<file path="config.mk">
export PLATFORM = sky130hd
export DESIGN_NAME = spi_slave_flat
export DESIGN_NICKNAME = d
export VERILOG_FILES = /design/src/rtl/spi_pkg.sv /design/src/rtl/spi_slave_if.sv /design/src/rtl/spi_sync_edge.sv /design/src/rtl/spi_slave.sv /design/src/flat_wrapper.sv
export SDC_FILE = /design/constraint.sdc
export NUM_CORES = 1
export LEC_CHECK = 0
export CAP_MARGIN = 10
export CORE_MARGIN = 3
export CORE_UTILIZATION = 35
export CTS_BUF_LIST = sky130_fd_sc_hd__clkbuf_16
export DETAILED_ROUTE_END_ITERATION = 10
export PLACE_DENSITY_LB_ADDON = 0.3
export SETUP_SLACK_MARGIN = 0.3
export SLEW_MARGIN = 20
export SYNTH_ARGS = -nofsm -noshare
export SYNTH_HDL_FRONTEND = slang
export SYNTH_SLANG_ARGS = --single-unit
</file>
<file path="constraint.sdc">
create_clock -name clk -period 3.5 [get_ports clk]
set_input_delay 0.35 -clock clk [delete_from_list [all_inputs] [get_ports clk]]
set_output_delay 0.35 -clock clk [all_outputs]
set_load 0.005 [all_outputs]
</file>
<file path="src/rtl/spi_pkg.sv">
// Types and constants that the SPI slave shares with SPI_master: the FSM state
// encoding, the default word length and the SPI mode (mode 0).
package spi_pkg;

  localparam int SPI_DATA_W = 8;

  // Mode 0: sclk idles low, data is sampled on the rising edge and changed on
  // the falling edge.
  localparam bit SPI_CPOL = 1'b0;
  localparam bit SPI_CPHA = 1'b0;

  typedef enum logic [1:0] {
    IDLE  = 2'd0,
    LOAD  = 2'd1,
    SHIFT = 2'd2
  } spi_state_t;

endpackage

</file>
<file path="src/rtl/spi_slave_if.sv">
// Bundle of the SPI pins and the fabric-side transmit/receive signals.
//
// Handshake rules:
//   tx: a word moves from tx_data into the holding buffer on every clk where
//       tx_valid && tx_ready. tx_ready is high exactly when the buffer is
//       empty. tx_data is ignored while tx_valid is low.
//   rx: rx_valid is a one-clk strobe with no backpressure; rx_data holds the
//       last complete word until the next one overwrites it.
// dbg_state / dbg_bit_cnt expose the FSM for observation only.
interface spi_slave_if
  import spi_pkg::*;
#(
  parameter int DATA_W = SPI_DATA_W
);

  logic                             sclk;
  logic                             cs;
  logic                             mosi;
  logic                             miso;
  logic [DATA_W-1:0]                tx_data;
  logic                             tx_valid;
  logic                             tx_ready;
  logic [DATA_W-1:0]                rx_data;
  logic                             rx_valid;
  logic                             tx_underrun;
  logic                             busy;
  spi_state_t                       dbg_state;
  logic [$clog2(DATA_W+1)-1:0]      dbg_bit_cnt;

  modport slave (
    input  sclk, cs, mosi, tx_data, tx_valid,
    output miso, tx_ready, rx_data, rx_valid, tx_underrun, busy,
           dbg_state, dbg_bit_cnt
  );

  modport master (
    output sclk, cs, mosi, tx_data, tx_valid,
    input  miso, tx_ready, rx_data, rx_valid, tx_underrun, busy,
           dbg_state, dbg_bit_cnt
  );

endinterface

</file>
<file path="src/rtl/spi_sync_edge.sv">
// Multi-flop synchronizer for an asynchronous input, plus single-clk rise and
// fall pulses taken against one extra registered copy of the synchronized level.
module spi_sync_edge #(
  parameter int   SYNC_STAGES = 2,
  parameter logic RESET_VAL   = 1'b0
) (
  input  logic clk,
  input  logic reset,
  input  logic i_async,
  output logic o_level,
  output logic o_rise,
  output logic o_fall
);

  logic [SYNC_STAGES-1:0] r_sync;
  logic                   r_prev;

  // Shift the pin through the synchronizer chain and keep the previous level.
  always_ff @(posedge clk or posedge reset) begin
    if (reset) begin
      r_sync <= {SYNC_STAGES{RESET_VAL}};
      r_prev <= RESET_VAL;
    end else begin
      r_sync <= {r_sync[SYNC_STAGES-2:0], i_async};
      r_prev <= r_sync[SYNC_STAGES-1];
    end
  end

  assign o_level = r_sync[SYNC_STAGES-1];
  assign o_rise  = o_level & ~r_prev;
  assign o_fall  = ~o_level & r_prev;

endmodule

</file>
<file path="src/rtl/spi_slave.sv">
// SPI mode-0 slave. sclk, cs and mosi are oversampled on clk; words are shifted
// MSB first in both directions. A one-entry holding buffer feeds the transmit
// shifter at each word start; an empty buffer at word start sends zeros and
// raises a one-clk tx_underrun strobe.
module spi_slave
  import spi_pkg::*;
#(
  parameter int DATA_W      = SPI_DATA_W,
  parameter int SYNC_STAGES = 2
) (
  input  logic        clk,
  input  logic        reset,
  spi_slave_if.slave  bus
);

  localparam int CNT_W = $clog2(DATA_W + 1);

  // Synchronized pins and edge pulses
  logic w_sclk_level_unused;
  logic w_sclk_rise;
  logic w_sclk_fall;
  logic w_cs_level;
  logic w_cs_rise;
  logic w_cs_fall;
  logic w_mosi;
  logic w_mosi_rise_unused;
  logic w_mosi_fall_unused;
  logic w_sample_edge;
  logic w_shift_edge;

  // Registered state
  spi_state_t        r_state;
  logic [CNT_W-1:0]  r_bit_cnt;
  logic [DATA_W-1:0] r_shift_rx;
  logic [DATA_W-1:0] r_shift_tx;
  logic              r_miso;
  logic [DATA_W-1:0] r_rx_data;
  logic              r_rx_valid;
  logic              r_tx_underrun;
  logic [DATA_W-1:0] r_buf;
  logic              r_buf_full;

  // Next-state values
  spi_state_t        w_state_n;
  logic [CNT_W-1:0]  w_bit_cnt_n;
  logic [DATA_W-1:0] w_shift_rx_n;
  logic [DATA_W-1:0] w_shift_tx_n;
  logic              w_miso_n;
  logic [DATA_W-1:0] w_rx_data_n;
  logic              w_rx_valid_n;
  logic              w_tx_underrun_n;
  logic [DATA_W-1:0] w_buf_n;
  logic              w_buf_full_n;
  logic              w_load;
  logic              w_tx_ready;

  spi_sync_edge #(.SYNC_STAGES(SYNC_STAGES), .RESET_VAL(1'b0)) u_sync_sclk (
    .clk     (clk),
    .reset   (reset),
    .i_async (bus.sclk),
    .o_level (w_sclk_level_unused),
    .o_rise  (w_sclk_rise),
    .o_fall  (w_sclk_fall)
  );

  spi_sync_edge #(.SYNC_STAGES(SYNC_STAGES), .RESET_VAL(1'b1)) u_sync_cs (
    .clk     (clk),
    .reset   (reset),
    .i_async (bus.cs),
    .o_level (w_cs_level),
    .o_rise  (w_cs_rise),
    .o_fall  (w_cs_fall)
  );

  // mosi only needs the same synchronizer delay as sclk so the sampled bit
  // lines up with the detected rising edge; its edge pulses are not used.
  spi_sync_edge #(.SYNC_STAGES(SYNC_STAGES), .RESET_VAL(1'b0)) u_sync_mosi (
    .clk     (clk),
    .reset   (reset),
    .i_async (bus.mosi),
    .o_level (w_mosi),
    .o_rise  (w_mosi_rise_unused),
    .o_fall  (w_mosi_fall_unused)
  );

  // In mode 0 the leading (rising) edge samples and the trailing edge shifts.
  assign w_sample_edge = (SPI_CPOL == SPI_CPHA) ? w_sclk_rise : w_sclk_fall;
  assign w_shift_edge  = (SPI_CPOL == SPI_CPHA) ? w_sclk_fall : w_sclk_rise;

  assign w_tx_ready = ~r_buf_full;

  // Next-state, shifter and buffer logic; cs rising overrides everything else.
  always_comb begin
    w_state_n       = r_state;
    w_bit_cnt_n     = r_bit_cnt;
    w_shift_rx_n    = r_shift_rx;
    w_shift_tx_n    = r_shift_tx;
    w_miso_n        = r_miso;
    w_rx_data_n     = r_rx_data;
    w_rx_valid_n    = 1'b0;
    w_tx_underrun_n = 1'b0;
    w_buf_n         = r_buf;
    w_buf_full_n    = r_buf_full;
    w_load          = 1'b0;

    if (w_cs_rise) begin
      // Frame ended: any partial word is dropped.
      w_state_n   = IDLE;
      w_bit_cnt_n = '0;
      w_miso_n    = 1'b0;
    end else begin
      case (r_state)
        IDLE: begin
          w_miso_n    = 1'b0;
          w_bit_cnt_n = '0;
          if (w_cs_fall) begin
            w_state_n = LOAD;
          end
        end
        LOAD: begin
          w_load    = 1'b1;
          w_state_n = SHIFT;
        end
        SHIFT: begin
          if (w_sample_edge) begin
            w_shift_rx_n = {r_shift_rx[DATA_W-2:0], w_mosi};
            if (r_bit_cnt == CNT_W'(DATA_W - 1)) begin
              w_rx_data_n  = {r_shift_rx[DATA_W-2:0], w_mosi};
              w_rx_valid_n = 1'b1;
              w_bit_cnt_n  = '0;
            end else begin
              w_bit_cnt_n = r_bit_cnt + 1'b1;
            end
          end else if (w_shift_edge) begin
            if (r_bit_cnt == '0) begin
              // Trailing edge after a completed word starts the next word.
              w_load = 1'b1;
            end else begin
              w_shift_tx_n = {r_shift_tx[DATA_W-2:0], 1'b0};
              w_miso_n     = r_shift_tx[DATA_W-2];
            end
          end
        end
        default: begin
          w_state_n = IDLE;
        end
      endcase
    end

    // Word start: take the buffered word, or send zeros and flag underrun.
    if (w_load) begin
      if (r_buf_full) begin
        w_shift_tx_n = r_buf;
        w_miso_n     = r_buf[DATA_W-1];
        w_buf_full_n = 1'b0;
      end else begin
        w_shift_tx_n    = '0;
        w_miso_n        = 1'b0;
        w_tx_underrun_n = 1'b1;
      end
    end

    // Fabric write into the holding buffer; only possible while it is empty,
    // so it never collides with a load that drains a full buffer.
    if (bus.tx_valid && w_tx_ready) begin
      w_buf_n      = bus.tx_data;
      w_buf_full_n = 1'b1;
    end
  end

  // FSM state register.
  always_ff @(posedge clk or posedge reset) begin
    if (reset) begin
      r_state <= IDLE;
    end else begin
      r_state <= w_state_n;
    end
  end

  // Shifters, counter and output registers.
  always_ff @(posedge clk or posedge reset) begin
    if (reset) begin
      r_bit_cnt     <= '0;
      r_shift_rx    <= '0;
      r_shift_tx    <= '0;
      r_miso        <= 1'b0;
      r_rx_data     <= '0;
      r_rx_valid    <= 1'b0;
      r_tx_underrun <= 1'b0;
    end else begin
      r_bit_cnt     <= w_bit_cnt_n;
      r_shift_rx    <= w_shift_rx_n;
      r_shift_tx    <= w_shift_tx_n;
      r_miso        <= w_miso_n;
      r_rx_data     <= w_rx_data_n;
      r_rx_valid    <= w_rx_valid_n;
      r_tx_underrun <= w_tx_underrun_n;
    end
  end

  // One-entry transmit holding buffer.
  always_ff @(posedge clk or posedge reset) begin
    if (reset) begin
      r_buf      <= '0;
      r_buf_full <= 1'b0;
    end else begin
      r_buf      <= w_buf_n;
      r_buf_full <= w_buf_full_n;
    end
  end

  assign bus.miso        = r_miso;
  assign bus.tx_ready    = w_tx_ready;
  assign bus.rx_data     = r_rx_data;
  assign bus.rx_valid    = r_rx_valid;
  assign bus.tx_underrun = r_tx_underrun;
  assign bus.busy        = ~w_cs_level;
  assign bus.dbg_state   = r_state;
  assign bus.dbg_bit_cnt = r_bit_cnt;

endmodule
</file>
<file path="src/flat_wrapper.sv">
// flat-port wrapper written by rule: the top's interface ports become plain ports
module spi_slave_flat import spi_pkg::*;
#(
  parameter int DATA_W      = SPI_DATA_W,
  parameter int SYNC_STAGES = 2
)
  (clk, reset, bus_sclk, bus_cs, bus_mosi, bus_tx_data, bus_tx_valid, bus_miso, bus_tx_ready, bus_rx_data, bus_rx_valid, bus_tx_underrun, bus_busy, bus_dbg_state, bus_dbg_bit_cnt);
  spi_slave_if #(.DATA_W(DATA_W)) bus_i ();
  input  logic clk;
  input  logic reset;
  input wire logic [$bits(bus_i.sclk)-1:0] bus_sclk;
  input wire logic [$bits(bus_i.cs)-1:0] bus_cs;
  input wire logic [$bits(bus_i.mosi)-1:0] bus_mosi;
  input wire logic [$bits(bus_i.tx_data)-1:0] bus_tx_data;
  input wire logic [$bits(bus_i.tx_valid)-1:0] bus_tx_valid;
  output wire logic [$bits(bus_i.miso)-1:0] bus_miso;
  output wire logic [$bits(bus_i.tx_ready)-1:0] bus_tx_ready;
  output wire logic [$bits(bus_i.rx_data)-1:0] bus_rx_data;
  output wire logic [$bits(bus_i.rx_valid)-1:0] bus_rx_valid;
  output wire logic [$bits(bus_i.tx_underrun)-1:0] bus_tx_underrun;
  output wire logic [$bits(bus_i.busy)-1:0] bus_busy;
  output wire logic [$bits(bus_i.dbg_state)-1:0] bus_dbg_state;
  output wire logic [$bits(bus_i.dbg_bit_cnt)-1:0] bus_dbg_bit_cnt;
  assign bus_i.sclk = bus_sclk;
  assign bus_i.cs = bus_cs;
  assign bus_i.mosi = bus_mosi;
  assign bus_i.tx_data = bus_tx_data;
  assign bus_i.tx_valid = bus_tx_valid;
  assign bus_miso = bus_i.miso;
  assign bus_tx_ready = bus_i.tx_ready;
  assign bus_rx_data = bus_i.rx_data;
  assign bus_rx_valid = bus_i.rx_valid;
  assign bus_tx_underrun = bus_i.tx_underrun;
  assign bus_busy = bus_i.busy;
  assign bus_dbg_state = bus_i.dbg_state;
  assign bus_dbg_bit_cnt = bus_i.dbg_bit_cnt;
  spi_slave #(.DATA_W(DATA_W), .SYNC_STAGES(SYNC_STAGES)) u_core (.clk(clk), .reset(reset), .bus(bus_i));
endmodule
</file>
# After elaboration in Yosys (flattened, before gate mapping)
# Index checks and enable logic that the tools add are counted.
[totals]
output_inout_bits = 19
mem_count = 0
register_bits = 48
mem_bits_ro = 0
ram_bits = 0
elab_cells = 86
latch_bits = 0
in_bits = 14
[classes]
n_reduce_logical = 14
n_eq_ne = 12
bitwise = 10
n_div = 0
addsub = 1
mux = 34
shift = 0
magnitude_cmp = 0
mul = 0
[ops]
columns = ["cell", "count"]
rows = [
  ["7-bit 2-to-1 mux", 7],
  ["1-bit 2-to-1 mux", 18],
  ["4-bit 2-to-1 mux", 3],
  ["4-bit by 3-bit != test with 1-bit output, second input constant", 3],
  ["4-bit one-hot mux with 2 select lines", 1],
  ["4-bit AND reduction", 2],
  ["2-bit by 1-bit != test with 1-bit output, second input constant", 3],
  ["3-bit != test, second input constant", 2],
  ["1-bit inverter", 6],
  ["2-bit one-hot mux with 3 select lines", 1],
  ["2-bit nonzero test", 3],
  ["5-bit AND reduction", 1],
  ["4-bit by 1-bit adder with 4-bit output, second input constant", 1],
  ["1-bit bitwise AND", 4],
  ["4-bit by 3-bit == test with 1-bit output, second input constant", 1],
  ["4-bit zero test", 1],
  ["2-bit 2-to-1 mux", 2],
  ["1-bit one-hot mux with 2 select lines", 2],
  ["2-bit AND reduction", 2],
  ["4-bit nonzero test", 1],
  ["3-bit AND reduction", 1],
  ["3-bit nonzero test", 1],
  ["2-bit by 1-bit == test with 1-bit output, second input constant", 1],
  ["2-bit == test, second input constant", 1],
  ["3 further kinds", 3],
]

# Longest topological paths before layout
# Gate-level depths: netlist of run 1.
[logic_depth]
ltp_word = 8
mapped_depth = 8
mapped_depth_nobuf = 6

# Modules after synthesis
# A second synthesis of run 1 with hierarchy kept.
[hier_totals]
cells_unflattened = 162
hier_area_um2 = 2168.3
[modules_own_cells]
columns = ["module", "n_inst", "area_each_um2", "cells_each"]
rows = [
  ["spi_slave", 1, 1883.1, 144],
  ["spi_sync_edge at u_core.u_sync_mosi ...", 2, 93.8, 6],
  ["spi_sync_edge at u_core.u_sync_cs", 1, 97.6, 6],
]

# Worst setup path before layout of run 1
# No wires, ideal clock.
[synth_path]
path_kind = "reg-to-reg"
startpoint = "register u_core.u_sync_cs.r_prev"
endpoint = "register u_core.r_rx_data[0] (netlist: u_core.bus.rx_data[0])"
required_ns = 3.375
stages_incl_launch_ff = 9
arrival_ns = 1.769
slack_ns = 1.607
period_less_slack_ns = 1.893
setup_ns = 0.125
cell_sequence = "dfstp_2 -> inv_1 -> ha_1 -> buf_4 -> nand2b_4 -> nor3_1 -> and2_1 -> buf_2 -> mux2_2"
[synth_via]
elab_chain_len = 4
[synth_lines]
columns = ["item", "line_no", "rtl"]
rows = [
  ["start, declared", "spi_sync_edge.sv:16", "logic r_prev;"],
  ["start signal, assigned", "spi_sync_edge.sv:25", "r_prev <= r_sync[SYNC_STAGES-1];"],
  ["1-bit inverter", "spi_sync_edge.sv:30", "assign o_rise = o_level & ~r_prev;"],
  ["1-bit bitwise AND", "spi_sync_edge.sv:30", ""],
  ["1-bit inverter (no line)", "n/a", ""],
  ["4-bit AND reduction (no line)", "n/a", ""],
  ["end signal, assigned", "spi_slave.sv:195", "r_rx_data <= w_rx_data_n;"],
  ["end, declared", "spi_slave.sv:37", "logic [DATA_W-1:0] r_rx_data;"],
]
# No other way between the ends.
# A chain may end at the register's enable or synchronous reset.

# Final worst setup path of run 1
[layout_path]
startpoint = "register u_core.u_sync_cs.r_prev"
endpoint = "register u_core.r_rx_data[2] (netlist: u_core.bus.rx_data[2])"
# Same word-level chain as after synthesis.

==> results of run 1 <==
[state kept, by name (all words and copies together), names as in the netlist]
| register | count |
|---|---|
| u_core.u_sync_mosi.r_sync | 2 |
| u_core.r_buf | 8 |
| u_core.bus.rx_valid | 1 |
| u_core.u_sync_cs.r_sync | 2 |
| u_core.bus.dbg_state | 2 |
| u_core.bus.miso | 1 |
| u_core.bus.tx_underrun | 1 |
| u_core.bus.rx_data | 8 |
| u_core.u_sync_sclk.r_sync | 2 |
| u_core.bus.dbg_bit_cnt | 4 |
| u_core.u_sync_cs.r_prev | 1 |
| u_core.u_sync_sclk.r_prev | 1 |
| u_core.r_shift_tx | 7 |
| u_core.r_buf_full | 1 |
| u_core.r_shift_rx | 7 |
[layer usage]
layer,vias up,routed length [µm],GRT usage
met2,29,1645,0.1747
met1,612,1515,0.1452
li1,638,-,-
met4,0,57,0.04983
met3,7,168,0.03579
met5,-,0,0
[cells in the final DEF, fill, tap and decap left out, types with 3 or more instances in the layout]
master            n
nor3_2            5
ha_1              6
nor2b_1           3
o21ai_0           9
clkbuf_16         5
dfstp_2           3
dfrtp_1          45
inv_1            18
nand2_1          11
a221o_1           5
clkdlybuf4s50_1  32
mux2_2           18
nor2_1            7
[cell usage after synthesis (all sizes together), types with 3 or more instances]
master / number
a221o: 5
buf: 5
dfrtp: 45
dfstp: 3
ha: 6
inv: 17
mux2: 18
nand2: 11
nor2: 8
nor2b: 3
nor3: 7
o21ai: 9
[power breakdown]
group / total [mW] / internal (mW) / switching [mW]
clock: 0.440 / 0.257 / 0.183
combinational: 0.484 / 0.240 / 0.243
sequential: 0.765 / 0.686 / 0.0793
[per-stage QoR]
stage / worst slack [ns] / total power [mW] / instances / util / hold WS (ns)
5_1_grt: 1.096 / 1.809 / 271 / 0.4586 / 0.3613
4_1_cts: 1.210 / 1.717 / 271 / 0.4584 / 0.3469
6_report: 1.238 / 1.689 / 271 / 0.4586 / 0.3428
2_1_floorplan: 1.607 / 1.121 / 164 / - / 0.3312
3_3_place_gp: 1.269 / 1.258 / 263 / 0.4339 / 0.3359
3_5_place_dp: 1.213 / 1.265 / 263 / 0.4339 / 0.3347
[worst max-delay path: stages, from the launching register on]
cell and delay, ns:
dfstp_2 0.51, inv_1 0.03, ha_1 0.28, nand2b_4 0.20, nor3_1 0.14, buf_4 0.21
and2_1 0.38, mux2_2 0.38
[final timing paths]
| kind | startpoint | end | slack [ns] | depth (start not counted) |
|---|---|---|---|---|
| setup / recovery | u_core.u_sync_cs.r_prev | u_core.bus.rx_data[2] | 1.24 | 7 |
| hold / removal | u_core.u_sync_sclk.r_sync[0] | u_core.u_sync_sclk.r_sync[1] | 0.34 | 0 |
| setup reg to reg | u_core.u_sync_cs.r_prev | u_core.bus.rx_data[2] | 1.24 | 7 |
| hold reg to reg | u_core.u_sync_sclk.r_sync[0] | u_core.u_sync_sclk.r_sync[1] | 0.34 | 0 |
| max in group asynchronous | reset | u_core.u_sync_sclk.r_sync[0] | 2.50 | 2 |
| min in group asynchronous | reset | u_core.bus.dbg_bit_cnt[3] | 0.52 | 2 |
[cells by family after synthesis]
group                      Yosys count
buffers and inverters               23
and+or+nand+nor                     39
AOI/OAI and AO/OA                   28
DFF                                 48
adders and majority gates            6
muxes                               20
[layout make-up]
class	count	area, µm²
fill	520	3018
clock inverter	3	11.26
inverter	17	65.06
clock buffer	5	125.1
tap	72	90.09
timing repair buffer	33	327.8
sequential	48	1205
multi-input combinational	93	732.0
==> summary.txt, run 1 <==
status = finished, final reports clean
Vias/cell = 4.745
Layout area overhead = 25.26%
Mapped Area = 2041 µm²
Detail Route Antenna Nets = 0
WL final = 3386 µm
Final Hold Viols = 0
FP Rows = 27
Final Cycle Share = 0.6462
Rel. slew slack = 0.4621
Post-synth EDFFs = 0
largest family of logic cells by synthesized area = simple AND/OR/NAND/NOR gates
die area = 6783 µm²
synth top area cells = dfrtp_1, mux2_2, dfstp_2
number of max-cap violations = 0
CP Class = reg -> reg
Die X = 82.36 µm
Compound-Gate Fraction of Synth Area = 0.09933
clk_lat worst skew = 0.28 ns
Synth Register Bits = 48
DR iter-0 viols = 65
Yosys cell types = 36
CP endpoint kind = flop
area share of the largest cell type after synthesis = 0.5518
Setup Skew = 0.007251 ns
Antenna diodes = 0
Slew @ Worst Pin = 0.8060 ns
Setup Buffers After CTS = 0
GPL Wtd Cong = 0.8222
clock buffer depth = 2
clock slew at reported path FFs = 0.06 ns
Pleak = 1.160 nW
CTS tree = yes
Pre-Repair DR Iteration Count = 4
Slew Limit Fails = 0
post-synthesis net count = 184
synthesis warning total = 0
Max H-tree Level = 2
drt wl/cell = 12.49 µm
final setup fails = 0
largest net degree at the start of global routing = 49
Root Buffer = clkbuf_16
worst min path class = reg -> reg
Fmax = 442.2 MHz
Total GRT Usage = 0.1131
crit path launch type = flop
post-synthesis xor/xnor area fraction = 0
Adder-Cell Fraction of Synth Area = 0.03679
final worst path period need = 2.262 ns
placed cell area = 2419 µm²
post-synthesis average cell area = 12.44 µm²
initial core utilization = 0.3661
cts bufs inserted = 5
chip height = 82.36 µm
Clock Sink Count = 48
core box area = 5574 µm²
Async S/R FF share, synth = 1.000
CP Max Fanout = 11
design area = 2556 µm²
Syn Inst Count = 164
Req. time, crit path = 3.66 ns
post-synthesis mux area share = 0.1091
Post-CTS Hold Buffers = 0
Residual DRC = 0
dpl hpwl = 2373 µm
Power Dens Cells = 660.6 nW/µm²
IO buf count = 32
Synth Area in Simple Gates = 0.1134
Synth area leader = dfrtp_1
unrepaired setup endpoints after global routing = false
Nets = 218
GR Overflow Total = 0
Seq/Total Area, Yosys = 0.5904
post-cts sizing count = 0
via count = 1286
first-pass GRT wire length = 5692 µm
ys flop type = dfrtp_1
initial antenna violation count = 0
share of layout cells above drive strength 1 = 0.1859
via count of the first global-routing pass = 1193
I/O pin cnt = 33
Worst VDD drop = 0.2677 mV
Setup TNS = 0 ns
crit path DAT = 2.42 ns
Note: power is estimated with default switching activity, not from simulation.
==> run 2, diff against run 1 <==
clock period = 2.1 ns   (was 3.5 ns; I/O delays follow)
==> summary.txt, run 2 (synthesis results as in run 1) <==
Final Hold Viols = 0 (unchanged)
CP Class = reg -> reg (unchanged)
number of max-cap violations = 0 (unchanged)
DR iter-0 viols = 67 (was 65)
R2R Path End = u_core.r_shift_tx[4] (was u_core.bus.rx_data[2])
via count of the first global-routing pass = 1364 (was 1193)
Pre-Repair DR Iteration Count = 4 (unchanged)
Antenna diodes = 0 (unchanged)
initial core utilization = 0.3661 (unchanged)
die area = 6783 µm² (unchanged)
via count = 1362 (was 1286)
WL final = 3707 µm (was 3386 µm)
GPL Wtd Cong = 0.7495 (was 0.8222)
Vias/cell = 4.796 (was 4.745)
Hold WS = 0.2627 ns (was 0.3428 ns)
GR Overflow Total = 0 (unchanged)
Detail Route Antenna Nets = 0 (unchanged)
Setup TNS = 0 ns (unchanged)
CP endpoint kind = flop (unchanged)
drt wl/cell = 13.05 µm (was 12.49 µm)
Max H-tree Level = 2 (unchanged)
Nets = 231 (was 218)
Rel. slew slack = 0.6890 (was 0.4621)
Layout area overhead = 34.33% (was 25.26%)
Die X = 82.36 µm (unchanged)
Fmax = 552.2 MHz (was 442.2 MHz)
crit path launch type = flop (unchanged)
commonest non-fill, non-tap cells in the layout = dfrtp_1, clkdlybuf4s50_1, mux2_2 (was dfrtp_1, clkdlybuf4s50_1, inv_1, mux2_2, nand2_1)
Slew Limit Fails = 0 (unchanged)
Clock Sink Count = 48 (unchanged)
Slew @ Worst Pin = 0.4658 ns (was 0.8060 ns)
initial antenna violation count = 0 (unchanged)
CTS tree = yes (unchanged)
final worst path period need = 1.811 ns (was 2.262 ns)
dpl hpwl = 2553 µm (was 2373 µm)
share of layout cells above drive strength 1 = 0.2877 (was 0.1859)
R2R Setup Slk = 0.29 ns (was 1.24 ns)
chip height = 82.36 µm (unchanged)
Root Buffer = clkbuf_16 (unchanged)
I/O pin cnt = 33 (unchanged)
Pleak = 1.250 nW (was 1.160 nW)
IO buf count = 32 (unchanged)
Final Cycle Share = 0.8623 (was 0.6462)
worst min path class = in -> async (was reg -> reg)
most common cell after layout, fill and taps aside = dfrtp_1 (unchanged)
Post-CTS Hold Buffers = 0 (unchanged)
clock slew at reported path FFs = 0.06 ns (about the same)
Setup Skew = 0.005581 ns (was 0.007251 ns)
status = finished, final reports clean (unchanged)
crit path DAT = 1.97 ns (was 2.42 ns)
first-pass GRT wire length = 6210 µm (was 5692 µm)
clock buffer depth = 2 (unchanged)
clk_lat worst skew = 0.28 ns (about the same)
Critical path origin = u_core.bus.dbg_bit_cnt[1] (was u_core.u_sync_cs.r_prev)
Overall Power = 3.048 mW (was 1.689 mW)
Power Dens Cells = 1112 nW/µm² (was 660.6 nW/µm²)
CP Max Fanout = 5 (was 11)
Residual DRC = 0 (unchanged)
FP Rows = 27 (unchanged)
Total GRT Usage = 0.1219 (was 0.1131)
Worst Reg-to-Reg Cells = 6 (was 7)
largest net degree at the start of global routing = 28 (was 49)
final setup fails = 0 (unchanged)
core box area = 5574 µm² (unchanged)
unrepaired setup endpoints after global routing = true (was false)
cts bufs inserted = 5 (unchanged)
Req. time, crit path = 2.26 ns (was 3.66 ns)
Worst VDD drop = 0.5125 mV (was 0.2677 mV)
r2r startpoint = u_core.bus.dbg_bit_cnt[1] (was u_core.u_sync_cs.r_prev)
-- run 2: cell types whose count changed in the layout (fill, tap and decap cells not counted), sizes merged --
| cell | change |
|---|---|
| buf | +12 |
| clkinv | -1 |
| inv | +1 |
| o41a | +1 |
-- run 2: what timing repair did --
action                     4_1_cts  5_1_grt
setup buffers                    2        5
resized for setup                7        7
cloned                           1        0
setup endpoints to repair       19       23
-- run 2: worst max-delay path by stage --
stage	to	depth (start not counted)
2_1_floorplan	u_core.bus.rx_data[0]	8
3_3_place_gp	u_core.r_shift_tx[1]	6
3_5_place_dp	u_core.r_shift_tx[1]	6
4_1_cts	u_core.r_shift_tx[4]	6
5_1_grt	u_core.r_shift_tx[1]	6
6_report	u_core.r_shift_tx[4]	6
-- run 2: worst max-delay path: stages, from the launching register on --
cell and delay (ns):
dfrtp_1 0.38, inv_1 0.07, ha_1 0.14, or3b_4 0.41, nor4b_2 0.20, and2_4 0.20, a221o_1 0.29
-- run 2: layout make-up --
cell class,count,area [µm²]
timing repair buffer,45,434.2
fill,499,2833
clock inverter,3,11.26
inverter,17,63.81
tap,72,90.09
multi-input combinational,94,812.0
sequential,48,1205
clock buffer,5,125.1
-- run 2: through the flow --
stage	instance area, µm²	setup slack, ns	instances	utilization
5_1_grt	2741	0.2298	284	0.4918
6_report	2741	0.2891	284	0.4918
2_1_floorplan	2064	0.3029	164	-
3_5_place_dp	2482	0.06152	268	0.4453
4_1_cts	2664	0.2936	279	0.4779
3_3_place_gp	2482	0.1145	268	0.4453
-- run 2: routing by layer --
layer,vias to the layer above,global-route usage,routed length (µm)
met5,-,0,0
met4,0,0.04983,37
met3,2,0.02278,119
met2,22,0.1931,1824
met1,668,0.1638,1725
li1,670,-,-
-- run 2: power by group --
part	internal [mW]	total, mW	switching [mW]	leakage, nW
Combinational	0.552	1.05	0.495	0.560
Clock	0.428	0.730	0.302	0.0738
Sequential	1.14	1.27	0.127	0.617
==> variant 1: new RTL, settings of run 2 <==
Reset style: synchronous (`reset`), changed in 4 clocked blocks. Comments in the files are not updated.
--- a/src/rtl/spi_sync_edge.sv
+++ b/src/rtl/spi_sync_edge.sv
@@ -18,3 +18,3 @@
   // Shift the pin through the synchronizer chain and keep the previous level.
-  always_ff @(posedge clk or posedge reset) begin
+  always_ff @(posedge clk) begin
     if (reset) begin
--- a/src/rtl/spi_slave.sv
+++ b/src/rtl/spi_slave.sv
@@ -171,3 +171,3 @@
   // FSM state register.
-  always_ff @(posedge clk or posedge reset) begin
+  always_ff @(posedge clk) begin
     if (reset) begin
@@ -180,3 +180,3 @@
   // Shifters, counter and output registers.
-  always_ff @(posedge clk or posedge reset) begin
+  always_ff @(posedge clk) begin
     if (reset) begin
@@ -201,3 +201,3 @@
   // One-entry transmit holding buffer.
-  always_ff @(posedge clk or posedge reset) begin
+  always_ff @(posedge clk) begin
     if (reset) begin
Behaviour: differs if reset is asserted again (counterexample within 4 cycles, from zero or initial values and one cycle with reset high); with reset held inactive, the same outputs for 10 cycles.
==> variant 1 against run 2 <==
  * Count of clock-buffer cells in the layout unchanged
  * Routed wire length up 15%
  * Sequential cell count unchanged
  * Synthesized area down 3.4%
  * Clock skew down 0.0010 ns
  * Worst setup slack better by 0.082 ns
  * Core utilization up 0.65 points
  * Hold slack better by 0.15 ns
  * Global-route usage up 2.1 points
  * Die area down 3.1%
  * Design area down 4.2%
  * Largest cell class is now multi-input gates
  * Highest routed layer unchanged
Power is not compared: it rests on default switching activity, and its combinational part moved more than twofold at a synthesized area within 25%.
==> variant 1: results (changes against run 2) <==
metric;value;unit;change
run status;finished clean;;
min-delay worst type;register to register;;
number of warnings reported in the yosys synthesis log;0;;unchanged
root buffer selected by CTS;sky130_fd_sc_hd__clkbuf_16;;
weighted congestion reported at the end of routability-driven placement;0.839;;+12%
number of levels in the clock H-tree;2;;unchanged
sequential element share of the synthesized area;48.7;%;-10 points
per-cell via count in the routed design;4.90;;+2.2%
global-route wire length before repair;7200;um;+16%
fraction of final layout cells with drive strength greater than 1;14.5;%;-14 points
IO buf count;32;;unchanged
Worst IR Drop VDD;0.365;mV;
worst slew margin relative to its limit;65.7;%;-3.2 points
vias in the first global route;1520;;+11%
fill count;522;;+4.6%
number of antenna violations at the first check in global routing;0;;unchanged
Synth Area in XOR/XNOR;0.444;%;+0.44 points
global-route met2 utilization;21.6;%;+2.3 points
fraction of the mapped netlist area in compound gates;15.5;%;+5.6 points
Worst Clk Skew;0.00455;ns;-0.00103 ns
startpoint type of the worst setup path;register;;
violation count after the first detailed-route iteration;110;;+64%
top cells by area in the synthesized netlist;sky130_fd_sc_hd__dfxtp_1, sky130_fd_sc_hd__nand2_1, sky130_fd_sc_hd__a21oi_1;;
maximum fanout along the worst path;4;;-1
synthesized net count;234;;+27%
reg-to-reg startpoint;u_core.bus.dbg_state[1];;
Leak;0.000926;uW;
global-route met3 utilization;5.10;%;+2.8 points
clock-pin slew reported for the worst setup and hold paths after clock tree synthesis;0.06;ns;about the same
total routing usage reported by global routing;14.3;%;+2.1 points
Synth cell types;41;;+14%
CP arrival;1.91;ns;-0.06 ns
Final #Nets;273;;+18%
number of buffers created by CTS;5;;unchanged
proportion of synthesized flip-flops having asynchronous set or reset;0;%;-100 points
total half-perimeter wirelength after legalization and detailed placement;2870;um;+13%
met1 usage;18.5;%;+2.1 points
clk buf depth;2;;unchanged
flop-to-flop setup slack;0.37;ns;+0.08 ns
hold wc startpoint;u_core.u_sync_cs.r_sync[0];;
multiplexer share of the synthesized area;5.08;%;-5.8 points
Clock Latency Late Sink;0.29;ns;
count of TritonRoute iterations in the first routing pass;4;;unchanged
Adder-Cell Fraction of Synth Area;3.17;%;-0.51 points
WL/cell;13.1;um;+0.49%
number of diodes added for antenna fixing;0;;unchanged
Synth top cells by count;sky130_fd_sc_hd__dfxtp_1, sky130_fd_sc_hd__nand2_1, sky130_fd_sc_hd__a21oi_1, sky130_fd_sc_hd__nor2_1, sky130_fd_sc_hd__mux2i_1;;
pin count of the biggest net entering global routing;41;;+46%
-- variant 1: changes by cell type after synthesis, sizes merged, moves of 9 or more --
cell	before	now
a21oi	2	21
dfrtp	45	0
dfxtp	0	48
inv	17	8
mux2	18	0
nand2	11	31
-- variant 1: cell type report --
cell class	instances	share of cell area [%]
multi-input cells	149	38.1
well taps	70	3.33
flip-flops and latches	48	37.1
clock inverters	3	0.667
repair buffers	42	15.0
clock buffers	5	4.76
inverters	8	1.14
-- variant 1: cell families after synthesis --
family	Yosys count
xor gates and xnor gates	1
AOI/OAI and AO/OA	46
muxes	10
buffers and inverters	18
and+or+nand+nor	87
DFF	48
adders and majority gates	5
-- variant 1: worst paths after layout --
check	end	depth (start not counted)
max	u_core.r_shift_tx[3]	6
min	u_core.u_sync_cs.r_sync[1]	1
min reg2reg	u_core.u_sync_cs.r_sync[1]	1
max reg2reg	u_core.r_shift_tx[3]	6
-- variant 1: per-layer routing --
| metal | vias to the layer above | part of all wire [%] |
|---|---|---|
| met5 | - | 0 |
| met3 | 6 | 5.6 |
| met1 | 724 | 48 |
| met4 | 0 | 1.5 |
| li1 | 826 | - |
| met2 | 37 | 45 |
-- variant 1: where the power goes --
group / internal, uW / switching, uW / total (uW)
registers: 925 / 14.1 / 940
logic: 57.0 / 52.5 / 109
clock network: 439 / 343 / 783
total: 1420 / 410 / 1830
-- variant 1: worst max-delay path: stages (launching register included) --
cell                       delay (ns)
sky130_fd_sc_hd__dfxtp_4         0.37
sky130_fd_sc_hd__inv_2           0.06
sky130_fd_sc_hd__ha_4            0.27
sky130_fd_sc_hd__nand4b_1        0.18
sky130_fd_sc_hd__o211a_1         0.19
sky130_fd_sc_hd__o21ba_4         0.21
sky130_fd_sc_hd__a221o_1         0.33
-- variant 1: repair_timing --
action,CTS,global route
gates cloned,0,1
resized for setup,10,10
endpoints found under the hold margin,0,0
setup endpoints to repair,22,23
hold buffers,0,0
setup buffers,2,2
pin swaps,2,3
-- variant 1: through the flow --
step           cell area, sq um  setup slack, ns  std cells  utilization [%]  hold WS, ns
6_report                   2630            0.371        325             49.8        0.411
5_1_grt                    2630            0.278        325             49.8        0.431
3_3_place_gp               2380            0.210        312             45.3        0.391
4_1_cts                    2580            0.273        322             48.9        0.415
2_1_floorplan              1970            0.377        215                -        0.314
3_5_place_dp               2380            0.208        312             45.3        0.398
==> variant 2: new RTL, settings of run 2 <==
Made on the original files. `RESET_VAL`: 1'b1 -> 1'b0.
--- a/src/rtl/spi_slave.sv
+++ b/src/rtl/spi_slave.sv
@@ -65,3 +65,3 @@
 
-  spi_sync_edge #(.SYNC_STAGES(SYNC_STAGES), .RESET_VAL(1'b1)) u_sync_cs (
+  spi_sync_edge #(.SYNC_STAGES(SYNC_STAGES), .RESET_VAL(1'b0)) u_sync_cs (
     .clk     (clk),
Check against the original RTL: not equivalent (a bounded check fails within 4 cycles, from zero or initial values and one cycle with reset high).
==> variant 2 against run 2 <==
  * Worst setup slack lost 0.021 ns
  * Sequential cell count did not move
  * Clock skew grew 0.0017 ns
  * Routed wire length up 3.6%
  * Die area is 0.17% lower
  * Synthesized area decreased by 0.18%
  * Total power is 8.2% higher
  * Design area grew 1.2%
  * Sequential share of layout area shrank 0.63 points
==> variant 2: results (changes against run 2) <==
metric;value;unit;change
run status;finished clean;;
pin count of the biggest net entering global routing;31;;+11%
met2 layer wire length in the routed design;1830;um;+0.49%
post-placement worst setup slack;0.105;ns;+0.0434 ns
post-route met1 wirelength;1800;um;+4.3%
met1 usage;17.1;%;+0.72 points
global-route met3 utilization;3.04;%;+0.76 points
Final #Nets;229;;-0.87%
Placement Cell Area;2470;sq um;-0.60%
number of standard cells in the final layout excluding fillers;282;;-0.70%
sequential element share of the synthesized area;59.0;%;-0.075 points
flop-to-flop setup slack;0.27;ns;-0.02 ns
total half-perimeter wirelength after legalization and detailed placement;2530;um;-0.93%
Synth top cells by count;sky130_fd_sc_hd__dfrtp_1, sky130_fd_sc_hd__mux2_2, sky130_fd_sc_hd__inv_1, sky130_fd_sc_hd__nand2_1, sky130_fd_sc_hd__o21ai_0;;
Worst IR Drop VDD;0.558;mV;+9.0%
Clock Latency Late Sink;0.29;ns;
total routing usage reported by global routing;12.6;%;+0.45 points
number of levels in the clock H-tree;2;;unchanged
per-cell via count in the routed design;4.96;;+3.4%
maximum cell stage delay along the critical path;0.42;ns;
violation count after the first detailed-route iteration;118;;+76%
top cells by area in the synthesized netlist;sky130_fd_sc_hd__dfrtp_1, sky130_fd_sc_hd__mux2_2, sky130_fd_sc_hd__ha_1;;
postcts setup bufs;4;;+2
worst slew margin relative to its limit;72.2;%;+3.3 points
fraction of final layout cells with drive strength greater than 1;27.6;%;-1.2 points
fill count;500;;+0.20%
Synth Area per Inst;12.4;sq um;-0.18%
met3 routed wirelength;156;um;+31%
Synth cell types;35;;-2.8%
WL/cell;13.6;um;+4.4%
Net Sw Frac;29.2;%;-1.1 points
Hold Worst Slack;0.232;ns;-0.0310 ns
clock-pin slew reported for the worst setup and hold paths after clock tree synthesis;0.07;ns;
post-layout minimum cycle time;1.83;ns;+0.0208 ns
global-route wire length before repair;6530;um;+5.2%
worst reg2reg endpoint;u_core.r_shift_tx[1];;
CP arrival;2.04;ns;+0.07 ns
number of buffers created by CTS;5;;unchanged
Worst Clk Skew;0.00728;ns;+0.00170 ns
weighted congestion reported at the end of routability-driven placement;0.776;;+3.5%
post-cts repair resize count;9;;+2
reg-to-reg startpoint;u_core.bus.dbg_bit_cnt[0];;
## variant 2: changes by cell type after synthesis, sizes merged
cell / change
dfstp: -3
dfrtp: +3
## variant 2: logic make-up (layout without fill, tap and decap cells)
group	count (synthesis)	after routing	synth area share (%)
compound gates	28	29	9.95
mux	20	20	10.9
simple gates	39	39	11.4
flops	48	48	59.0
fa+ha+maj	6	6	3.69
buf+inv	23	68	5.10
## variant 2: power by group through the flow
| stage | Clock (uW) | Combinational (uW) | Sequential (uW) |
|---|---|---|---|
| after detailed placement | 0 | 851 | 1290 |
| after CTS | 1060 | 946 | 1270 |
| after floorplan | 0 | 613 | 1260 |
| final | 1030 | 988 | 1280 |
| after global routing | 1090 | 1090 | 1310 |
| after global placement | 0 | 834 | 1290 |
## variant 2: worst max-delay path by stage
stage	endpoint	from	cells past startpoint
after floorplan	u_core.r_shift_tx[1]	u_core.bus.dbg_bit_cnt[0]	7
after global placement	u_core.r_shift_tx[1]	u_core.bus.dbg_bit_cnt[0]	6
after detailed placement	u_core.r_shift_tx[1]	u_core.bus.dbg_bit_cnt[0]	6
after CTS	u_core.r_shift_tx[1]	u_core.bus.dbg_bit_cnt[0]	7
after global routing	u_core.r_shift_tx[1]	u_core.bus.dbg_bit_cnt[0]	7
final	u_core.r_shift_tx[1]	u_core.bus.dbg_bit_cnt[0]	6
## variant 2: area by class of cell
| class | count | area [sq um] | share of cell area (%) |
|---|---|---|---|
| clock inverter | 3 | 68.8 | 2.48 |
| sequential | 48 | 1200 | 43.3 |
| clock buffer | 5 | 125 | 4.51 |
| timing repair buffer | 43 | 419 | 15.1 |
| tap | 72 | 90.1 | 3.25 |
| inverter | 17 | 63.8 | 2.30 |
| multi-input combinational | 94 | 806 | 29.0 |
